[config.mk]
export PLATFORM = sky130hd
export DESIGN_NAME = gpio_cfg_serial_loader
export DESIGN_NICKNAME = d
export VERILOG_FILES = /design/src/rtl/gpio_cfg_serial_loader.sv
export SDC_FILE = /design/constraint.sdc
export NUM_CORES = 1
export LEC_CHECK = 0
export ABC_AREA = 1
export CAP_MARGIN = 20
export CORE_MARGIN = 2
export CORE_UTILIZATION = 50
export CTS_BUF_LIST = sky130_fd_sc_hd__clkbuf_4 sky130_fd_sc_hd__clkbuf_8 sky130_fd_sc_hd__clkbuf_16
export CTS_CLUSTER_DIAMETER = 150
export DETAILED_ROUTE_END_ITERATION = 8
export PLACE_DENSITY = 0.76
export SYNTH_ARGS = -nofsm -noshare
export SYNTH_HDL_FRONTEND = slang
export SYNTH_SLANG_ARGS = --single-unit
[constraint.sdc]
create_clock -name wb_clk_i -period 2.3 [get_ports wb_clk_i]
set_input_delay 0.46 -clock wb_clk_i [delete_from_list [all_inputs] [get_ports wb_clk_i]]
set_output_delay 0.46 -clock wb_clk_i [all_outputs]
set_load 0.03 [all_outputs]
[src/rtl/gpio_cfg_serial_loader.sv]
// Serialises a snapshot of all per-pad GPIO configuration words into the pad
// control daisy chain (MSB of the whole bus first), then strobes serial_load.
module gpio_cfg_serial_loader #(
  parameter int unsigned IO_PADS  = 38,
  parameter int unsigned CFG_BITS = 13,
  parameter int unsigned CLK_DIV  = 2
) (
  input  logic                          wb_clk_i,
  input  logic                          wb_rst_i,
  input  logic [IO_PADS*CFG_BITS-1:0]   cfg_bus,
  input  logic                          xfer_start,
  output logic                          busy,
  output logic                          done,
  output logic                          serial_clock,
  output logic                          serial_data,
  output logic                          serial_load
);

  localparam int unsigned N  = IO_PADS * CFG_BITS;
  localparam int unsigned BW = $clog2(N + 1);

  localparam logic [7:0]    DIV_INIT = 8'(CLK_DIV - 1);
  localparam logic [BW-1:0] BIT_LAST = BW'(N - 1);

  typedef enum logic [2:0] {
    S_IDLE,
    S_SHIFT_LO,
    S_SHIFT_HI,
    S_LOAD,
    S_DONE
  } state_t;

  state_t        r_state, w_state_nxt;
  logic [7:0]    r_div, w_div_nxt;
  logic [BW-1:0] r_bit, w_bit_nxt;
  logic [N-1:0]  r_snap, w_snap_nxt;
  logic          r_busy, w_busy_nxt;
  logic          r_done, w_done_nxt;
  logic          r_sclk, w_sclk_nxt;
  logic          r_sdata, w_sdata_nxt;
  logic          r_sload, w_sload_nxt;

  logic          w_div_zero;
  logic [N-1:0]  w_snap_shl;

  assign w_div_zero = (r_div == '0);
  assign w_snap_shl = r_snap << 1;

  always_ff @(posedge wb_clk_i) begin
    if (wb_rst_i) begin
      r_state <= S_IDLE;
      r_div   <= '0;
      r_bit   <= '0;
      r_snap  <= '0;
      r_busy  <= 1'b0;
      r_done  <= 1'b0;
      r_sclk  <= 1'b0;
      r_sdata <= 1'b0;
      r_sload <= 1'b0;
    end else begin
      r_state <= w_state_nxt;
      r_div   <= w_div_nxt;
      r_bit   <= w_bit_nxt;
      r_snap  <= w_snap_nxt;
      r_busy  <= w_busy_nxt;
      r_done  <= w_done_nxt;
      r_sclk  <= w_sclk_nxt;
      r_sdata <= w_sdata_nxt;
      r_sload <= w_sload_nxt;
    end
  end

  // Outputs are computed one cycle ahead so every pin comes straight from a flop.
  always_comb begin
    w_state_nxt = r_state;
    w_div_nxt   = r_div;
    w_bit_nxt   = r_bit;
    w_snap_nxt  = r_snap;
    w_busy_nxt  = r_busy;
    w_done_nxt  = 1'b0;
    w_sclk_nxt  = r_sclk;
    w_sdata_nxt = r_sdata;
    w_sload_nxt = r_sload;

    case (r_state)
      S_IDLE: begin
        if (xfer_start) begin
          w_state_nxt = S_SHIFT_LO;
          w_div_nxt   = DIV_INIT;
          w_bit_nxt   = '0;
          w_snap_nxt  = cfg_bus;
          w_sdata_nxt = cfg_bus[N-1];
          w_busy_nxt  = 1'b1;
          w_sclk_nxt  = 1'b0;
          w_sload_nxt = 1'b0;
        end
      end

      S_SHIFT_LO: begin
        if (w_div_zero) begin
          w_state_nxt = S_SHIFT_HI;
          w_div_nxt   = DIV_INIT;
          w_sclk_nxt  = 1'b1;
        end else begin
          w_div_nxt = r_div - 8'd1;
        end
      end

      S_SHIFT_HI: begin
        if (w_div_zero) begin
          w_div_nxt  = DIV_INIT;
          w_sclk_nxt = 1'b0;
          if (r_bit == BIT_LAST) begin
            w_state_nxt = S_LOAD;
            w_sload_nxt = 1'b1;
            w_sdata_nxt = 1'b0;
          end else begin
            // Data advances on the falling edge, giving D cycles of hold and setup.
            w_state_nxt = S_SHIFT_LO;
            w_bit_nxt   = r_bit + BW'(1);
            w_snap_nxt  = w_snap_shl;
            w_sdata_nxt = w_snap_shl[N-1];
          end
        end else begin
          w_div_nxt = r_div - 8'd1;
        end
      end

      S_LOAD: begin
        if (w_div_zero) begin
          w_state_nxt = S_DONE;
          w_div_nxt   = '0;
          w_sload_nxt = 1'b0;
          w_busy_nxt  = 1'b0;
          w_done_nxt  = 1'b1;
        end else begin
          w_div_nxt = r_div - 8'd1;
        end
      end

      S_DONE: begin
        w_state_nxt = S_IDLE;
      end

      default: begin
        w_state_nxt = S_IDLE;
      end
    endcase
  end

  assign busy         = r_busy;
  assign done         = r_done;
  assign serial_clock = r_sclk;
  assign serial_data  = r_sdata;
  assign serial_load  = r_sload;

endmodule

After elaboration in Yosys (flattened, before gate mapping)
Cells that the tools add are included.
{"block": "totals", "reg_bits": 518, "output_inout_bits": 5}
{"block": "op_classes", "add_sub_neg": 2, "eq_ne": 10, "mux": 32, "bitwise": 1, "reduce_logical": 16}
{"op": "two-way mux 493 bit", "count": 3}
{"op": "case mux 493 bit (2 select lines)", "count": 1}
{"op": "two-way mux 9 bit", "count": 3}
{"op": "two-way mux 8 bit", "count": 3}
{"op": "case mux 8 bit (3 select lines)", "count": 1}
{"op": "case mux 9 bit (2 select lines)", "count": 1}
{"op": "two-way mux 3 bit", "count": 4}
{"op": "inequality test 2 bit, second input constant", "count": 6}
{"op": "case mux 3 bit (4 select lines)", "count": 1}
{"op": "AND reduction 4 bit", "count": 3}
{"op": "two-way mux 1 bit", "count": 10}
{"op": "adder 9 x 1 -> 9 bit, second input constant", "count": 1}
{"op": "== test 9 bit, second input constant", "count": 1}
{"op": "nonzero test 3 bit", "count": 3}
{"op": "logical NOT 8 bit", "count": 1}
{"op": "subtractor 8 x 1 -> 8 bit, second input constant", "count": 1}
{"op": "== test 3 x 2 -> 1 bit, second input constant", "count": 2}
{"op": "case mux 1 bit (3 select lines)", "count": 2}
{"op": "AND reduction 3 bit", "count": 2}
{"op": "AND reduction 5 bit", "count": 1}
{"op": "case mux 1 bit (2 select lines)", "count": 2}
{"op": "nonzero test 2 bit", "count": 2}
{"op": "OR reduction 2 bit", "count": 2}
{"op": "== test 3 x 1 -> 1 bit, second input constant", "count": 1}
{"op": "4 further kinds", "count": 4}

Longest topological paths before layout
Gate-level depths: netlist of run 1.
{"block": "logic_depth", "depth_word": 4, "ltp_mapped": 13}

Least setup slack after synthesis of run 1
No wires, ideal clock.
{"block": "synth_timing", "path_type": "register to register", "from": "reg r_bit[1]", "to": "reg r_snap[228]", "setup_time_ns": 0.113, "arrival_ns": 1.609, "path_slack_ns": 0.578, "path_stages_with_launch": 14, "path_cell_list": "dfxtp_1 > inv_1 > ha_1 > nand2_1 > nor2_1 > nand3_1 > nand2_1 > nand2_1 > buf_2 > buf_2 > buf_2 > nand3b_1 > nand2_1 > nor2_1"}
{"block": "synth_between", "elab_chain_len": 3}
{"item": "start: declaration", "line_no": "35", "rtl": "logic [BW-1:0] r_bit, w_bit_nxt;"}
{"item": "start signal: assignment", "line_no": "63", "rtl": "r_bit <= w_bit_nxt;"}
{"item": "== test 9 bit", "line_no": "113", "rtl": "if (r_bit == BIT_LAST) begin"}
{"item": "inequality test 2 bit (no line)"}
{"item": "AND reduction 4 bit (no line)"}
{"item": "end signal: assignment", "line_no": "64", "rtl": "r_snap <= w_snap_nxt;"}
{"item": "end: declaration", "line_no": "36", "rtl": "logic [N-1:0] r_snap, w_snap_nxt;"}
No other way between the ends.
A chain may end at the register's enable or synchronous reset.

Worst setup path after layout of run 1
{"block": "layout_timing", "from": "reg r_sdata, in the netlist serial_data", "to": "out serial_data"}
{"item": "start: declaration", "line_no": "40", "rtl": "logic r_sdata, w_sdata_nxt;"}
{"item": "start signal: assignment", "line_no": "68", "rtl": "r_sdata <= w_sdata_nxt;"}
{"item": "end: declaration", "line_no": "15", "rtl": "output logic serial_data,"}
No word-level cell between the ends.

==> results of run 1 <==
==> cells by family after synthesis <==
group / count (synthesis) / synth area share (%)
AND/OR/NAND/NOR: 3576 / 55.73
XOR/XNOR: 3 / 0.09530
buffers and inverters: 358 / 5.821
flip-flops: 518 / 37.61
adder cells (fa/ha/maj): 4 / 0.1815
AO/OA/AOI/OAI: 29 / 0.5626
==> cells in the mapped netlist (all sizes together) <==
cell type	n	area (sq um)
o211ai	1	7.510
xor2	2	17.52
nand2	2027	7611
xnor2	1	8.760
a21oi	19	95.09
nor2	1024	3889
ha	4	50.05
buf	214	1065
nand3	21	105.1
nand4	1	6.260
clkbuf	117	439.2
inv	27	101.4
o21bai	2	15.01
nand3b	493	3701
or2	1	6.260
nor3	7	35.03
nor3b	2	15.01
o21ai	6	30.03
o21a	1	7.510
dfxtp	518	10370
==> per-layer routing <==
metal	GRT usage (%)	up-vias	share of wire, %
li1	-	14450	-
met1	36.40	12690	44
met2	43.11	813	46
met3	4.007	148	6.4
met4	10.21	0	3.3
met5	0	-	0
==> per-stage QoR <==
| step | utilization [%] | hold WS, ps | power, mW |
|---|---|---|---|
| floorplan | - | 439.9 | 33.86 |
| global placement | 61.41 | 453.5 | 41.55 |
| detailed placement | 61.41 | 457.7 | 42.10 |
| CTS | 64.87 | 419.3 | 51.46 |
| global route | 64.91 | 460.3 | 55.86 |
| finish | 64.91 | 468.6 | 51.38 |
==> state kept, by name, summed over array words and instances (netlist names) <==
signal        cells
serial_clock      1
r_bit             9
done              1
busy              1
r_state           3
serial_load       1
serial_data       1
r_snap          493
r_div             8
==> area by class of cell <==
class	instances	area [sq um]	area share, %
multi-input cells	3612	15620	43.92
repair buffers	620	6661	18.74
inverters	27	123.9	0.3484
well taps	704	880.8	2.478
clock buffers	87	1775	4.994
clock inverters	11	120.1	0.3378
flip-flops and latches	518	10370	29.17
diodes	2	5.005	0.01408
==> report_power, final <==
group          total [mW]  leakage, nW  internal (mW)  switching (mW)
clock network        9.17        0.959           5.49            3.68
logic                28.0         11.9           11.1            16.9
registers            14.2         4.30           12.5            1.69
total                51.4         17.2           29.1            22.3
==> final timing paths <==
check | start | end
setup / recovery | serial_data$_SDFFE_PP0P_ | serial_data
hold reg to reg | r_snap[0]$_SDFFE_PP0P_ | r_snap[0]$_SDFFE_PP0P_
hold / removal | cfg_bus[0] | r_snap[0]$_SDFFE_PP0P_
setup reg to reg | r_bit[0]$_SDFFE_PP0P_ | r_snap[355]$_SDFFE_PP0P_
==> timing repair <==
action                     4_1_cts  5_1_grt
setup endpoints to repair        0        2
setup buffers                    0        0
resized for setup                0        3
==> impl.org, run 1 <==
** Logic synthesis
- In this run, synthesis produced a sequential element count of between 500 and 600.
- Sequential elements use 37.61% of the synthesized area.
- Cell area after technology mapping :: 0.02758 sq mm
- Synthesis produced a netlist with a net count of 4989.
- Avg Cell Area, Syn :: 6.144 sq um
- Counting every instance in the synthesized netlist gives 4488.
- Synthesis warning total :: 0
- Yosys mapped the design onto 28 distinct sky130hd cell types.

** Timing
- Final setup vio count :: 0
- Final Hold Viols :: 0
- On the final layout, the worst clock skew is 28.04 ps.
- Final worst slack :: 59.02 ps
- In the finished design, the share of the clock period the worst path needs comes to 97.43%.
- Maximum clock frequency :: 446.2 MHz
- Final-report max-slew violation count :: 0
- Summed over all failing endpoints, the final setup total negative slack is 0 ps.
- Final Critical Period :: ~2200 ps
- Slew headroom :: 47.01%
- Slew at the pin closest to its max-slew limit :: between 700 and 800 ps

** Clock network
- Inserted Clock Buffers :: 56
- Num Clock Sinks :: 518
- In this run the clock root is driven by a sky130_fd_sc_hd__clkbuf_16.
- Number of buffers inserted by hold repair at cts :: 0
- CTS tree :: yes
- Number of buffers between clock root and the deepest sink :: 3
- Clock-pin slew was measured on the worst setup and hold paths at 60 ps.
- Skew-Pair Late Insertion Delay :: 610 ps
- CTS H-tree depth :: 2

** Drt
- Number of DRC violations after detailed routing :: 0
- Dividing the detail-routed via count by the number of cells gives 5.035.
- DRC marker count from the first detailed-route iteration :: 2477
- Dividing the detail-routed wire length by the instance count gives 14.22 um.
- DR vias :: 28100
- Total Wirelength :: about 79 mm
- The detail route stage leaves a number of antenna-violating nets equal to 0.
- The first detailed-routing pass took 5 iterations.

** Die
- Effective utilization at floorplan :: 50.35%
- I/O pin count :: 502
- The die covers 0.05704 sq mm.
- The die is 238.8 um tall.
- Die Span X :: 238.8 um
- The floorplan has 86 rows.
- Total core area :: 0.05477 sq mm

** Worst setup path
- Worst path slowest cell :: sky130_fd_sc_hd__clkdlybuf4s50_1
- The critical path is of the reg -> out type.
- CP required :: 1840 ps
- Together, buffers and inverters on the worst path number 1.
- For this run, the slowest stage of the critical path takes 830 ps.
- Setup slack on the worst reg-to-reg path comes out at 160 ps.
- STA classifies the critical path endpoint as an output port.
- Among cell families on the critical path, the largest total delay comes from buffers and inverters.
- Logic depth of the worst register-to-register path :: 12
- In this run the number of cells on the critical path is 1.
- Of all nets on the critical path, the largest fanout is 2.
- Data arrival at the endpoint of the critical path :: 1780 ps
- STA classifies the critical path startpoint as a flip-flop.
- Series of cell instances along the critical path :: clkdlybuf4s50_1

** Power and ir drop
- For this design the ratio of total power to cell area is 1445 mW/mm^2.
- The analysis attributes to cell leakage a power of 17.19 nW.
- Max rail drop VDD :: 0.001171 V

** Layout
- In the final design database the tool counted 5336 nets.
- The filler cells instantiated in the layout total 4974.
- Fraction of final layout cells sized beyond drive strength 1 :: 4.718%
- In the layout the commonest cells are 2024 x sky130_fd_sc_hd__nand2_1, 1019 x sky130_fd_sc_hd__nor2_1, 517 x sky130_fd_sc_hd__dfxtp_1.
- Area grow syn2layout :: 28.93%
- Cell area after layout :: roughly 0.036 sq mm
- Most common cell after layout, fill and taps aside :: sky130_fd_sc_hd__nand2_1
- The finished layout holds 5581 standard cells, fillers aside.

** Outcome
- Outcome :: complete, no violations

** Place
- Count of placed standard cells including taps :: 5481
- Estimated wirelength of the detail-placed design :: 53.34 mm
- Port Buf Inserts :: 501
- Before CTS, the worst setup slack after placement is -23.02 ps.
- Area of placed instances :: approximately 0.034 sq mm
- Last weighted congestion value of the routability-driven placer :: roughly 0.84

** GRT
- Via count of the first global-routing pass :: between 20000 and 30000
- The total overflow left after global routing is 0.
- The number of antenna violations at the first check in global routing came to 2.
- In the global route stage, overall resource usage came out at a little over a quarter.
- Wire length of the first global-routing pass :: 126.9 mm
- Largest net degree at the start of global routing :: 143

** Run
- Number of max-cap violations :: 0

** Min path
- Hold Crit Class :: in -> reg
- The worst hold path was traced through 3 stages.
Note: power is estimated with default switching activity, not from simulation.
==> run 2: changes to the inputs <==
- CTS_CLUSTER_DIAMETER: 150 -> unset
==> results of run 2 <==
Same layout as run 1: the final DEF is identical, and so are final timing and power.
==> run 3: changes to the inputs <==
- CORE_UTILIZATION: 50 -> 55
- DONT_BUFFER_PORTS: unset -> 1
- PLACE_DENSITY: 0.76 -> 0.69
==> impl.org, run 3 (synthesis results as in run 1) <==
** Place
- The weighted congestion at the end of routability-driven global placement is 0.8510 (+1.1%).
- Estimated wirelength of the detail-placed design :: 44.52 mm (-17%)
- The worst setup slack before clock tree synthesis came to 73.43 ps (+96.46 ps).
- The count of input and output buffers is 0 (-100%).

** Timing
- Final Critical Period :: 2142 ps (-99.08 ps)
- Final period utilization :: 93.13% (-4.3 points)
- Setup Skew :: 17.14 ps (-10.90 ps)
- Final setup vio count :: 0 (unchanged)
- The max-slew violation count was 0 (unchanged).
- Slew headroom :: 46.02% (-0.98 points)
- The maximum frequency from static timing analysis was 466.9 MHz (+4.6%).
- Final worst slack :: 158.1 ps (+99.08 ps)
- The transition at the pin with the smallest max-transition slack came to 809.7 ps (+14.75 ps).
- Final Hold Viols :: 0 (unchanged)

** Layout
- Leaving out fill and tap cells, the most frequent cell in the layout is sky130_fd_sc_hd__nand2_1.
- The share of layout cells above drive strength 1 came to 3.872% (-0.85 points).
- Area grow syn2layout :: 8.285%
- The largest registers in the layout are r_snap x493, r_bit x9, r_div x8.
- The final design utilization came to 59.88% (-5.0 points).
- The library cells used most frequently in the layout, excluding fill and tap cells, are 2023 x sky130_fd_sc_hd__nand2_1, 1019 x sky130_fd_sc_hd__nor2_1, 518 x sky130_fd_sc_hd__dfxtp_1.
- Top register by number of flip-flops :: r_snap
- Nets@finish :: 4774 (-11%)
- Max FFs per register :: 493 (unchanged)

** Drt
- DR vias :: 25720 (-8.5%)
- The first-pass iteration count of the detailed router came to 5 (unchanged).
- The via density per instance came to 5.147 (+2.2%).
- The number of nets still failing antenna checks after routing came to 0 (unchanged).
- DRC marker count from the first detailed-route iteration :: 2340 (-5.5%)
- Number of DRC violations after detailed routing :: 0 (unchanged)
- The final routed wirelength across all metal layers came to 73.39 mm (-7.5%).
- Mean routed wirelength per cell :: 14.69 um (+3.3%)

** GRT
- The wire length of the first global-routing pass came to 115.1 mm (-9.3%).
- The total routing usage reported by global routing came to 26.40% (-0.43 points).
- The number of antenna violations at the first check in global routing came to 13 (+11).
- The number of global-route vias before repair was 22500 (-12%).
- The final global-route overflow total was 0 (unchanged).
- Largest net degree at the start of global routing :: 180 (+26%)

** Min path
- Hold Crit Class :: in -> reg

** Die
- Total core area :: 0.04986 sq mm (-9.0%)
- The standard-cell row count came to 82 (-4.7%).
- Die height :: 227.9 um (-4.6%)
- Die Span X :: 227.9 um (-4.6%)
- I/O pin count :: 502 (unchanged)
- Die Area :: 0.05194 sq mm (-8.9%)
- The initial core utilization came to 55.30% (+5.0 points).

** Worst setup path
- The required time of the worst setup path is 2800 ps (+960 ps).
- The worst setup path is launched from a flip-flop.
- Setup crit end kind :: flip-flop
- The largest driver fanout on the critical path was 76 (+74).
- The critical path is of the reg -> reg type.
- The arrival time reported for the critical path endpoint came to 2640 ps (+860 ps).

** Clock network
- The number of clock sinks came to 518 (unchanged).
- The clock network latency to the later pin of the worst-skew pair came to 610 ps (about the same).
- CTS tree :: yes
- CTS H-tree depth :: 2 (unchanged)
- The deepest clock path buffer count was 3 (unchanged).
- The clock-pin slew on the worst setup and hold paths was 60 ps (about the same).
- Setup repair bufs after CTS :: 0 (unchanged)
- The cell sitting at the root of the clock tree is a sky130_fd_sc_hd__clkbuf_16.
- Inserted Clock Buffers :: 56 (unchanged)

** Power and ir drop
- The overall power is 48.74 mW (-5.1%).
- The worst IR drop on VDD came to 0.001494 V (+28%).
- The power density over the cells came to 1632 mW/mm^2 (+13%).
- Leakage :: 14.87 nW (-13%)

** Outcome
- Outcome :: complete, no violations

** Run
- Number of max-cap violations :: 0 (unchanged)
run 3: changes by cell type in the layout (fill, tap and decap cells not counted), moves of 2 or more:
| cell | change |
|---|---|
| sky130_fd_sc_hd__diode_2 | +9 |
| sky130_fd_sc_hd__clkdlybuf4s50_1 | -501 |
| sky130_fd_sc_hd__bufinv_16 | +2 |
| sky130_fd_sc_hd__buf_12 | -38 |
| sky130_fd_sc_hd__buf_16 | +7 |
| sky130_fd_sc_hd__buf_4 | -47 |
| sky130_fd_sc_hd__inv_6 | +4 |
| sky130_fd_sc_hd__dlygate4sd3_1 | +2 |
| sky130_fd_sc_hd__buf_6 | +10 |
| sky130_fd_sc_hd__clkbuf_16 | +2 |
run 3: area by class of cell:
class                   instances  area [sq um]
diodes                         11         27.53
repair inverters                2         17.52
clock buffers                  85          1743
inverters                      27         132.6
repair buffers                 56         933.4
multi-input cells            3612         15620
well taps                     672         840.8
flip-flops and latches        518         10370
fillers                      4975         20000
clock inverters                13         172.7
run 3: stage by stage:
stage	area [sq um]	TNS [ps]	std cells	hold WS, ps
2_1_floorplan	27580	0	4488	439.9
3_3_place_gp	27680	0	4880	450.5
3_5_place_dp	27680	0	4880	462.2
4_1_cts	29620	0	4980	105.3
5_1_grt	29860	-20.14	4996	127.0
6_report	29860	0	4996	138.4
run 3: repair_timing:
item,CTS,global route
resized for setup,0,24
hold endpoints to repair,13,0
setup endpoints to repair,0,253
hold buffers,2,0
run 3: critical path, cell delays in order (launching register included):
cell and delay (ps):
sky130_fd_sc_hd__dfxtp_1 320, sky130_fd_sc_hd__inv_1 100, sky130_fd_sc_hd__ha_1 150, sky130_fd_sc_hd__nand2_1 120
sky130_fd_sc_hd__nor2_8 150, sky130_fd_sc_hd__nor2_4 50, sky130_fd_sc_hd__nor2_8 150, sky130_fd_sc_hd__buf_16 320
sky130_fd_sc_hd__buf_16 310, sky130_fd_sc_hd__nand3b_1 120, sky130_fd_sc_hd__nand2_1 70, sky130_fd_sc_hd__nor2_1 40
run 3: power breakdown:
group / switching (mW) / internal, mW / leakage (nW)
registers: 1.72 / 12.5 / 4.30
clock network: 3.72 / 5.63 / 0.968
logic: 16.4 / 8.74 / 9.61
run 3: worst paths after layout:
check	slack, ps	to	from	cells past startpoint
worst min-delay path	140	r_snap[433]$_SDFFE_PP0P_	wb_rst_i	3
worst max-delay path	160	r_snap[183]$_SDFFE_PP0P_	r_div[0]$_SDFFE_PP0P_	11
worst min register to register	470	r_snap[0]$_SDFFE_PP0P_	r_snap[0]$_SDFFE_PP0P_	2
worst max register to register	160	r_snap[183]$_SDFFE_PP0P_	r_div[0]$_SDFFE_PP0P_	11
run 3: per-layer routing:
layer	vias up	routed length (um)	global-route usage, %
met5	-	28	0
met4	4	2592	11.34
met3	133	4794	5.113
met2	690	33140	41.23
met1	11540	32840	35.66
li1	13350	-	-
